## config.mk

```make
export PLATFORM = sky130hd
export DESIGN_NAME = ddc_fs4_cic
export DESIGN_NICKNAME = d
export VERILOG_FILES = /design/src/rtl/ddc_fs4_cic.sv
export SDC_FILE = /design/constraint.sdc
export NUM_CORES = 2
export LEC_CHECK = 0
export ABC_AREA = 1
export CORE_AREA = 4 4 366 368
export CTS_BUF_LIST = sky130_fd_sc_hd__clkbuf_16
export CTS_CLUSTER_DIAMETER = 60
export DETAILED_ROUTE_END_ITERATION = 12
export DIE_AREA = 0 0 370 372
export HOLD_SLACK_MARGIN = 0.1
export MAX_ROUTING_LAYER = met4
export REMOVE_ABC_BUFFERS = 1
export SETUP_SLACK_MARGIN = 0.3
export SLEW_MARGIN = 0
export SYNTH_ARGS = -nofsm -noshare
export SYNTH_HDL_FRONTEND = slang
export SYNTH_SLANG_ARGS = --single-unit
```

## constraint.sdc

```tcl
create_clock -name adc_clk -period 6.1 [get_ports adc_clk]
set_input_delay 0.915 -clock adc_clk [delete_from_list [all_inputs] [get_ports adc_clk]]
set_output_delay 0.915 -clock adc_clk [all_outputs]
set_load 0.05 [all_outputs]
```

## src/rtl/ddc_fs4_cic.sv

```systemverilog
// fs/4 quadrature mixer into a 3-stage CIC decimator per channel; a pair is strobed 6 cycles after a frame's last sample.
// Define DDC_OUT_SAT_EN to saturate (and flag) out-of-range results; otherwise they wrap to OUT_W bits.
module ddc_fs4_cic #(
   parameter int IN_W         = 10,
   parameter int OUT_W        = 12,
   parameter int MAX_DEC_LOG2 = 8
) (
   input  logic                    adc_clk,
   input  logic                    rst,
   input  logic [IN_W-1:0]         adc_data,
   input  logic                    adc_or,
   input  logic                    enable,
   input  logic [3:0]              dec_log2,
   input  logic [2:0]              gain,
   input  logic                    ovf_clr,
   output logic signed [OUT_W-1:0] i_out,
   output logic signed [OUT_W-1:0] q_out,
   output logic                    out_valid,
   output logic                    ovf
);
   localparam int X_W   = IN_W + 1;
   localparam int ACC_W = IN_W + 1 + 3*MAX_DEC_LOG2;
   localparam int SH_W  = $clog2(3*MAX_DEC_LOG2 + 8);
`ifdef DDC_OUT_SAT_EN
   localparam logic signed [ACC_W-1:0] OUT_MAX = ACC_W'(2**(OUT_W-1) - 1);
   localparam logic signed [ACC_W-1:0] OUT_MIN = ~OUT_MAX;
`endif

   logic                    enable_d;
   logic [3:0]              dec_r, dec_eff;
   logic [2:0]              gain_r;
   logic [1:0]              p, x_ph;
   logic [MAX_DEC_LOG2-1:0] cnt, cnt_max;
   logic                    frame_end;
   logic signed [X_W-1:0]   x_r;
   logic signed [X_W-1:0]   mix [2];
   logic [4:0]              last_sr;
   logic                    comb_vld;
   logic signed [ACC_W-1:0] int1 [2], int2 [2], int3 [2];
   logic signed [ACC_W-1:0] d1 [2], d2 [2], d3 [2];
   logic signed [ACC_W-1:0] c1 [2], c2 [2], c3 [2], c3_r [2];
   logic signed [ACC_W-1:0] shifted [2];
   logic signed [OUT_W-1:0] res [2];
   logic [SH_W-1:0]         dec3, g, sh;
   logic                    clip;

   // On the rising cycle of enable the new setting must already govern the first sample's frame count.
   always_comb begin
      dec_eff = dec_r;
      if (enable && !enable_d) begin
         if (dec_log2 == 4'd0)
            dec_eff = 4'd1;
         else if (int'(dec_log2) > MAX_DEC_LOG2)
            dec_eff = 4'(MAX_DEC_LOG2);
         else
            dec_eff = dec_log2;
      end
      cnt_max   = MAX_DEC_LOG2'((32'd1 << dec_eff) - 32'd1);
      frame_end = (cnt == cnt_max);
   end

   always_ff @(posedge adc_clk or negedge rst) begin
      if (!rst) begin
         enable_d <= 1'b0;
         dec_r    <= 4'd1;
         gain_r   <= '0;
      end else begin
         enable_d <= enable;
         if (enable && !enable_d) begin
            dec_r  <= dec_eff;
            gain_r <= gain;
         end
      end
   end

   always_comb begin
      for (int ch = 0; ch < 2; ch++) begin
         c1[ch] = int3[ch] - d1[ch];
         c2[ch] = c1[ch] - d2[ch];
         c3[ch] = c2[ch] - d3[ch];
      end
   end

   // last_sr carries the frame-end tag alongside capture, mixer and the three integrator stages.
   always_ff @(posedge adc_clk or negedge rst) begin
      if (!rst) begin
         p <= '0; cnt <= '0; x_r <= '0; x_ph <= '0; last_sr <= '0; comb_vld <= 1'b0;
         for (int ch = 0; ch < 2; ch++) begin
            mix[ch]  <= '0; int1[ch] <= '0; int2[ch] <= '0; int3[ch] <= '0;
            d1[ch]   <= '0; d2[ch]   <= '0; d3[ch]   <= '0; c3_r[ch] <= '0;
         end
      end else if (!enable) begin
         p <= '0; cnt <= '0; x_r <= '0; x_ph <= '0; last_sr <= '0; comb_vld <= 1'b0;
         for (int ch = 0; ch < 2; ch++) begin
            mix[ch]  <= '0; int1[ch] <= '0; int2[ch] <= '0; int3[ch] <= '0;
            d1[ch]   <= '0; d2[ch]   <= '0; d3[ch]   <= '0; c3_r[ch] <= '0;
         end
      end else begin
         p        <= p + 2'd1;
         cnt      <= frame_end ? '0 : cnt + MAX_DEC_LOG2'(1);
         x_r      <= {{2{~adc_data[IN_W-1]}}, adc_data[IN_W-2:0]};
         x_ph     <= p;
         last_sr  <= {last_sr[3:0], frame_end};
         comb_vld <= last_sr[4];
         case (x_ph)
            2'd0:    begin mix[0] <= x_r;  mix[1] <= '0;   end
            2'd1:    begin mix[0] <= '0;   mix[1] <= -x_r; end
            2'd2:    begin mix[0] <= -x_r; mix[1] <= '0;   end
            default: begin mix[0] <= '0;   mix[1] <= x_r;  end
         endcase
         for (int ch = 0; ch < 2; ch++) begin
            int1[ch] <= int1[ch] + {{(ACC_W-X_W){mix[ch][X_W-1]}}, mix[ch]};
            int2[ch] <= int2[ch] + int1[ch];
            int3[ch] <= int3[ch] + int2[ch];
            if (last_sr[4]) begin
               d1[ch]   <= int3[ch];
               d2[ch]   <= c1[ch];
               d3[ch]   <= c2[ch];
               c3_r[ch] <= c3[ch];
            end
         end
      end
   end

   // Gain is applied by shifting right less, never by shifting left past the CIC growth.
   always_comb begin
      dec3 = SH_W'(3 * int'(dec_r));
      g    = (SH_W'(gain_r) > dec3) ? dec3 : SH_W'(gain_r);
      sh   = dec3 - g;
      clip = 1'b0;
      for (int ch = 0; ch < 2; ch++) begin
         shifted[ch] = c3_r[ch] >>> sh;
`ifdef DDC_OUT_SAT_EN
         if (shifted[ch] > OUT_MAX) begin
            res[ch] = OUT_MAX[OUT_W-1:0];
            clip    = 1'b1;
         end else if (shifted[ch] < OUT_MIN) begin
            res[ch] = OUT_MIN[OUT_W-1:0];
            clip    = 1'b1;
         end else begin
            res[ch] = OUT_W'(shifted[ch]);
         end
`else
         res[ch] = OUT_W'(shifted[ch]);
`endif
      end
   end

   always_ff @(posedge adc_clk or negedge rst) begin
      if (!rst) begin
         i_out     <= '0;
         q_out     <= '0;
         out_valid <= 1'b0;
         ovf       <= 1'b0;
      end else begin
         out_valid <= enable && comb_vld;
         if (enable && comb_vld) begin
            i_out <= res[0];
            q_out <= res[1];
         end
         if (enable && (adc_or || (comb_vld && clip)))
            ovf <= 1'b1;
         else if (ovf_clr)
            ovf <= 1'b0;
      end
   end
endmodule
```

# Word level (Yosys, flattened, before mapping)
# Index checks and enable logic that the tools add are counted.
# totals
ff_bits	575
input_bits	22
out_inout_bits	26
wordCells	94
# op_classes
add_sub_neg	17
n_mul	1
magnitude_cmp	2
n_eq_ne	4
shifts	3
muxes	30
n_bitwise	1
n_reduce_logical	7
# ops
cell	n
two-way mux 70 bit	7
two-way mux 35 bit	8
adder 35 bit	6
subtractor 35 bit	6
>>> shifter 35 x 5 -> 12 bit	2
one-hot mux 22 bit (3 select lines)	1
two-way mux 22 bit	1
two-way mux 8 bit	2
two-way mux 4 bit	3
two-way mux 11 bit	1
negator 11 bit	1
two-way mux 5 bit	2
adder 8 x 1 -> 8 bit, second input constant	1
== test 8 bit	1
left shift 1 x 4 -> 8 bit, first input constant	1
subtractor 8 x 1 -> 8 bit, second input constant	1
greater-than comparator 3 x 5 -> 1 bit	1
multiplier 2 x 4 -> 5 bit, first input constant	1
subtractor 5 bit	1
greater-than comparator 4 bit, second input constant	1
zero test 4 bit	1
two-way mux 2 bit	2
logical AND 1 bit	3
two-way mux 1 bit	3
other kinds (8)	8

# Longest topological paths before layout
# logic_depth
depth_word	9
depth_mapped	40
mapped_depth_nobuf	40

# Least setup slack after synthesis
# OpenSTA, ideal clock, no wires.
# synth_path
path_kind	register to register
start	register int3[35] (netlist name)
end	register c3_r[69] (netlist name)
setup_ns	0.118
arrival_ns	4.722
required_ns	5.982
slack_ns	1.260
path_stages_with_launch	33
n_path_buf	0
synth_period_minus_slack_ns	4.840
cell_sequence	dfrtp_1 > inv_1 > ha_1 > fa_1 > inv_1 > nand3_1 > nor2_1 > nand2_1 > nand3_1 > inv_1 > o21bai_1 > xor2_1 > inv_1 > ha_1 > nand2_1 > nor2_1 > inv_1 > nor4_2 > a21oi_1 > o21ai_1 > a21oi_1 > or2_2 > and2_1 > ha_1 > nand2_1 > nor2_1 > inv_1 > nor4_1 > o21ai_0 > nand3_1 > nand3_1 > nand3_1 > nand2_1
# synth_via
elab_chain_cells	5
# synth_lines
item	line_no	source
start, declared	39	logic signed [ACC_W-1:0] int1 [2], int2 [2], int3 [2];
start signal, assigned by index	114	int3[ch] <= int3[ch] + int2[ch];
subtractor 35 bit	78	c1[ch] = int3[ch] - d1[ch];
subtractor 35 bit	79	c2[ch] = c1[ch] - d2[ch];
subtractor 35 bit	80	c3[ch] = c2[ch] - d3[ch];
two-way mux 35 bit	115	if (last_sr[4]) begin
two-way mux 70 bit	92	end else if (!enable) begin
end signal, assigned by index	119	c3_r[ch] <= c3[ch];
end, declared	41	logic signed [ACC_W-1:0] c1 [2], c2 [2], c3 [2], c3_r [2];
# No other way between the ends. The select of a mux whose other input is x is not followed.
# A chain may end at the register's enable or synchronous reset.

# Worst setup path after layout
# layout_path
start	register int3[35] (netlist name)
end	register c3_r[68] (netlist name)
# The elaborated chain is that of the path after synthesis.

==> qor.txt <==
outcome -> completed
Buffers on Ports -> 47
row count -> 133
Overall Power -> 32.5 mW
Arrival @ worst endpoint -> 6.06 ns
Routed WL per cell -> 15.2 um
first-pass GRT wire length -> 206 mm
top cell type by total area after synthesis -> dfrtp_1
most frequent cells after synthesis -> nand2_1, inv_1, o21ai_0, a21oi_1, nor2_1
Initial Util -> 34.8%
CTS HTree Levels -> 3
largest net degree at the start of global routing -> 154
yosys warns -> 0
Max Cap Viol -> 0
FFs w/ async S/R, synth -> 100%
worst vdd ir -> 0.476 mV
Synth Register Bits -> 574
Placed Instances -> 8,119
die height -> 372 um
combinational family with the most area after synthesis -> compound AO/OA/AOI/OAI gates
Area growth syn-to-layout -> 13.8%
Die Footprint -> 138,000 um^2
initial antenna violation count -> 0
Primary FF master, synth -> dfrtp_1
share of layout cells above drive strength 1 -> 5.37%
crit path capture type -> flop
Crit path top cell by count -> nand2_1
First-pass DRT Iterations -> 6
RSZ-0062 raised after global routing -> yes
final period utilization -> 90.9%
Final Setup Violations -> 0
worst hold path class -> input pin to asynchronous set/reset pin
Worst Max-Slew Pin Slew -> 1.11 ns
via count -> 42.2k
worst path required time -> 6.62 ns
PwrDens -> 627 nW/um^2
Avg Cell Area, Syn -> 7.07 um^2
routability cong. -> 0.943
post-route cell area -> 51,800 um^2
sequential fraction of the synthesis area -> 31.6%
number of global-route vias before repair -> 41.1k
minimum clock period -> 5.54 ns
post-synthesis mux area share -> 1.01%
layout net count -> 6,919
simple-gate share of the synthesized area -> 20.4%
All-Layer GR Usage -> 18.4%
clock slew at reported path FFs -> 0.06 ns
complex-gate fraction of the synthesized area -> 23.0%
Die Wd -> 370 um
post-synth top area share -> 31.5%
Slowest-stage cell, CP -> fa_1
Routed WL -> 126 mm
post-synthesis xor/xnor area fraction -> 3.43%
synth unique cells -> 59
dpl hpwl -> 95.2 mm
Core Region -> 131,000 um^2
Area contributors post-synth -> dfrtp_1, ha_1, nand2_1, o21ai_0, a21oi_1
Post-CTS Hold Buffers -> 0
max-slew violations -> 0
antenna-violating nets left -> 0
I/O pins -> 48
top-count cell post-synth -> nand2_1
Fin. Hold Viols -> 0
crit-path max cell delay -> 0.42 ns
DP Area -> 48,000 um^2
Setup crit start kind -> flop
number of synthesized flops with an enable pin -> 0
largest fanout on the critical path -> 7
kind of critical path -> flop to flop
CTS tree -> done
Via density -> 5.09
Root Driver -> clkbuf_16
mapped cell area -> 45,500 um^2
leakage power figure -> 25.3 nW
clk buf depth -> 3
initial DRC count -> 2,506
fmax -> 180 MHz
Max-Slew Margin vs Limit -> 25.7%
clk_skew -> 0.0233 ns
grt ovf -> 0
Clk Latency, worst-skew pair -> 0.66 ns
Finished Layout Cells -> 8,295
DRC viols -> 0
CTS buffer count -> 89
Post-Syn Instances -> 6,433
post-synthesis adder-cell area fraction -> 12.2%
TritonCTS Sinks -> 574
power by group:
group          leakage, nW  total, mW  internal, mW  switching [mW]
clock network         1.51       5.32          3.31            2.01
logic                 15.9       23.0          8.14            14.9
registers             7.92       4.18          3.98           0.192
path summary, 6_finish.rpt:
path	from	end	slack [ns]	depth (start not counted)
setup / recovery	int3[35]	c3_r[68]	0.56	32
hold / removal	rst	int1[64]	0.25	1
setup reg to reg	int3[35]	c3_r[68]	0.56	32
hold reg to reg	last_sr[1]	last_sr[2]	0.44	2
max in group asynchronous	rst	cnt[4]	4.49	2
min in group adc_clk	last_sr[1]	last_sr[2]	0.44	2
cell type report:
class	count	area, um^2
tap	1755	2200
fill	13778	79000
antenna	1	2.50
clock buffer	90	2250
timing repair buffer	84	817
inverter	874	3300
multi-input combinational	4840	28000
clock inverter	77	846
sequential	574	14400
metal layers:
| layer | GRT usage, % | routed length (um) | vias up |
|---|---|---|---|
| met5 | - | 0 | - |
| met2 | 30.5 | 58400 | 722 |
| met4 | 5.81 | 4170 | 0 |
| met3 | 2.06 | 3860 | 241 |
| met1 | 23.7 | 59600 | 19415 |
| li1 | - | - | 21810 |
repair_timing:
action	CTS	global route
setup buffers	0	8
resized for setup	3	147
endpoints found under the setup margin	3	27
pin swaps	0	25
kinds of logic after synthesis:
logic type      Yosys count
simple gates           2291
compound gates         1891
buf+inv                1019
flops                   574
fa+ha+maj               434
xor+xnor                178
mux                      46
through the flow:
| step | util (%) | setup TNS [ns] | hold slack (ns) | setup slack, ns |
|---|---|---|---|---|
| 2_1_floorplan | - | -97.74 | 0.412 | -1.27 |
| 3_3_place_gp | 36.7 | 0 | 0.418 | 0.188 |
| 3_5_place_dp | 36.7 | 0 | 0.432 | 0.234 |
| 4_1_cts | 39.0 | 0 | 0.267 | 0.317 |
| 5_1_grt | 39.6 | 0 | 0.300 | 0.271 |
| 6_report | 39.6 | 0 | 0.253 | 0.557 |
cells in the final DEF (no fill, tap or decap), types with 54 or more instances in the layout:
cell type | Yosys | routed
ha_1 | 420 | 387
o21ai_0 | 777 | 765
a21o_1 | 68 | 68
xor2_1 | 126 | 118
dfrtp_1 | 573 | 573
o22ai_1 | 66 | 66
clkbuf_16 | 0 | 90
nand3_1 | 220 | 214
a31oi_1 | 77 | 71
nor2_1 | 594 | 578
inv_1 | 867 | 874
nand4_1 | 54 | 54
nand2_1 | 1312 | 1299
a21oi_1 | 682 | 659
sequential cells by signal (all words and copies together), names as in the netlist, 2 cells and up:
name / flops
c3_r: 70
d1: 70
d2: 70
d3: 70
int1: 70
int2: 70
int3: 70
mix: 22
i_out: 12
q_out: 12
x_r: 10
cnt: 8
last_sr: 5
dec_r: 4
gain_r: 3
p: 2
x_ph: 2
worst max-delay path: cells and delay by family, from the launching register on:
kind,cells,cell delay [ns]
buf+inv,3,0.23
xor+xnor,2,0.57
compound gates,7,1.36
flops,1,0.36
fa+ha+maj,4,1.31
simple gates,16,1.58
(Power assumes the default switching activity.)
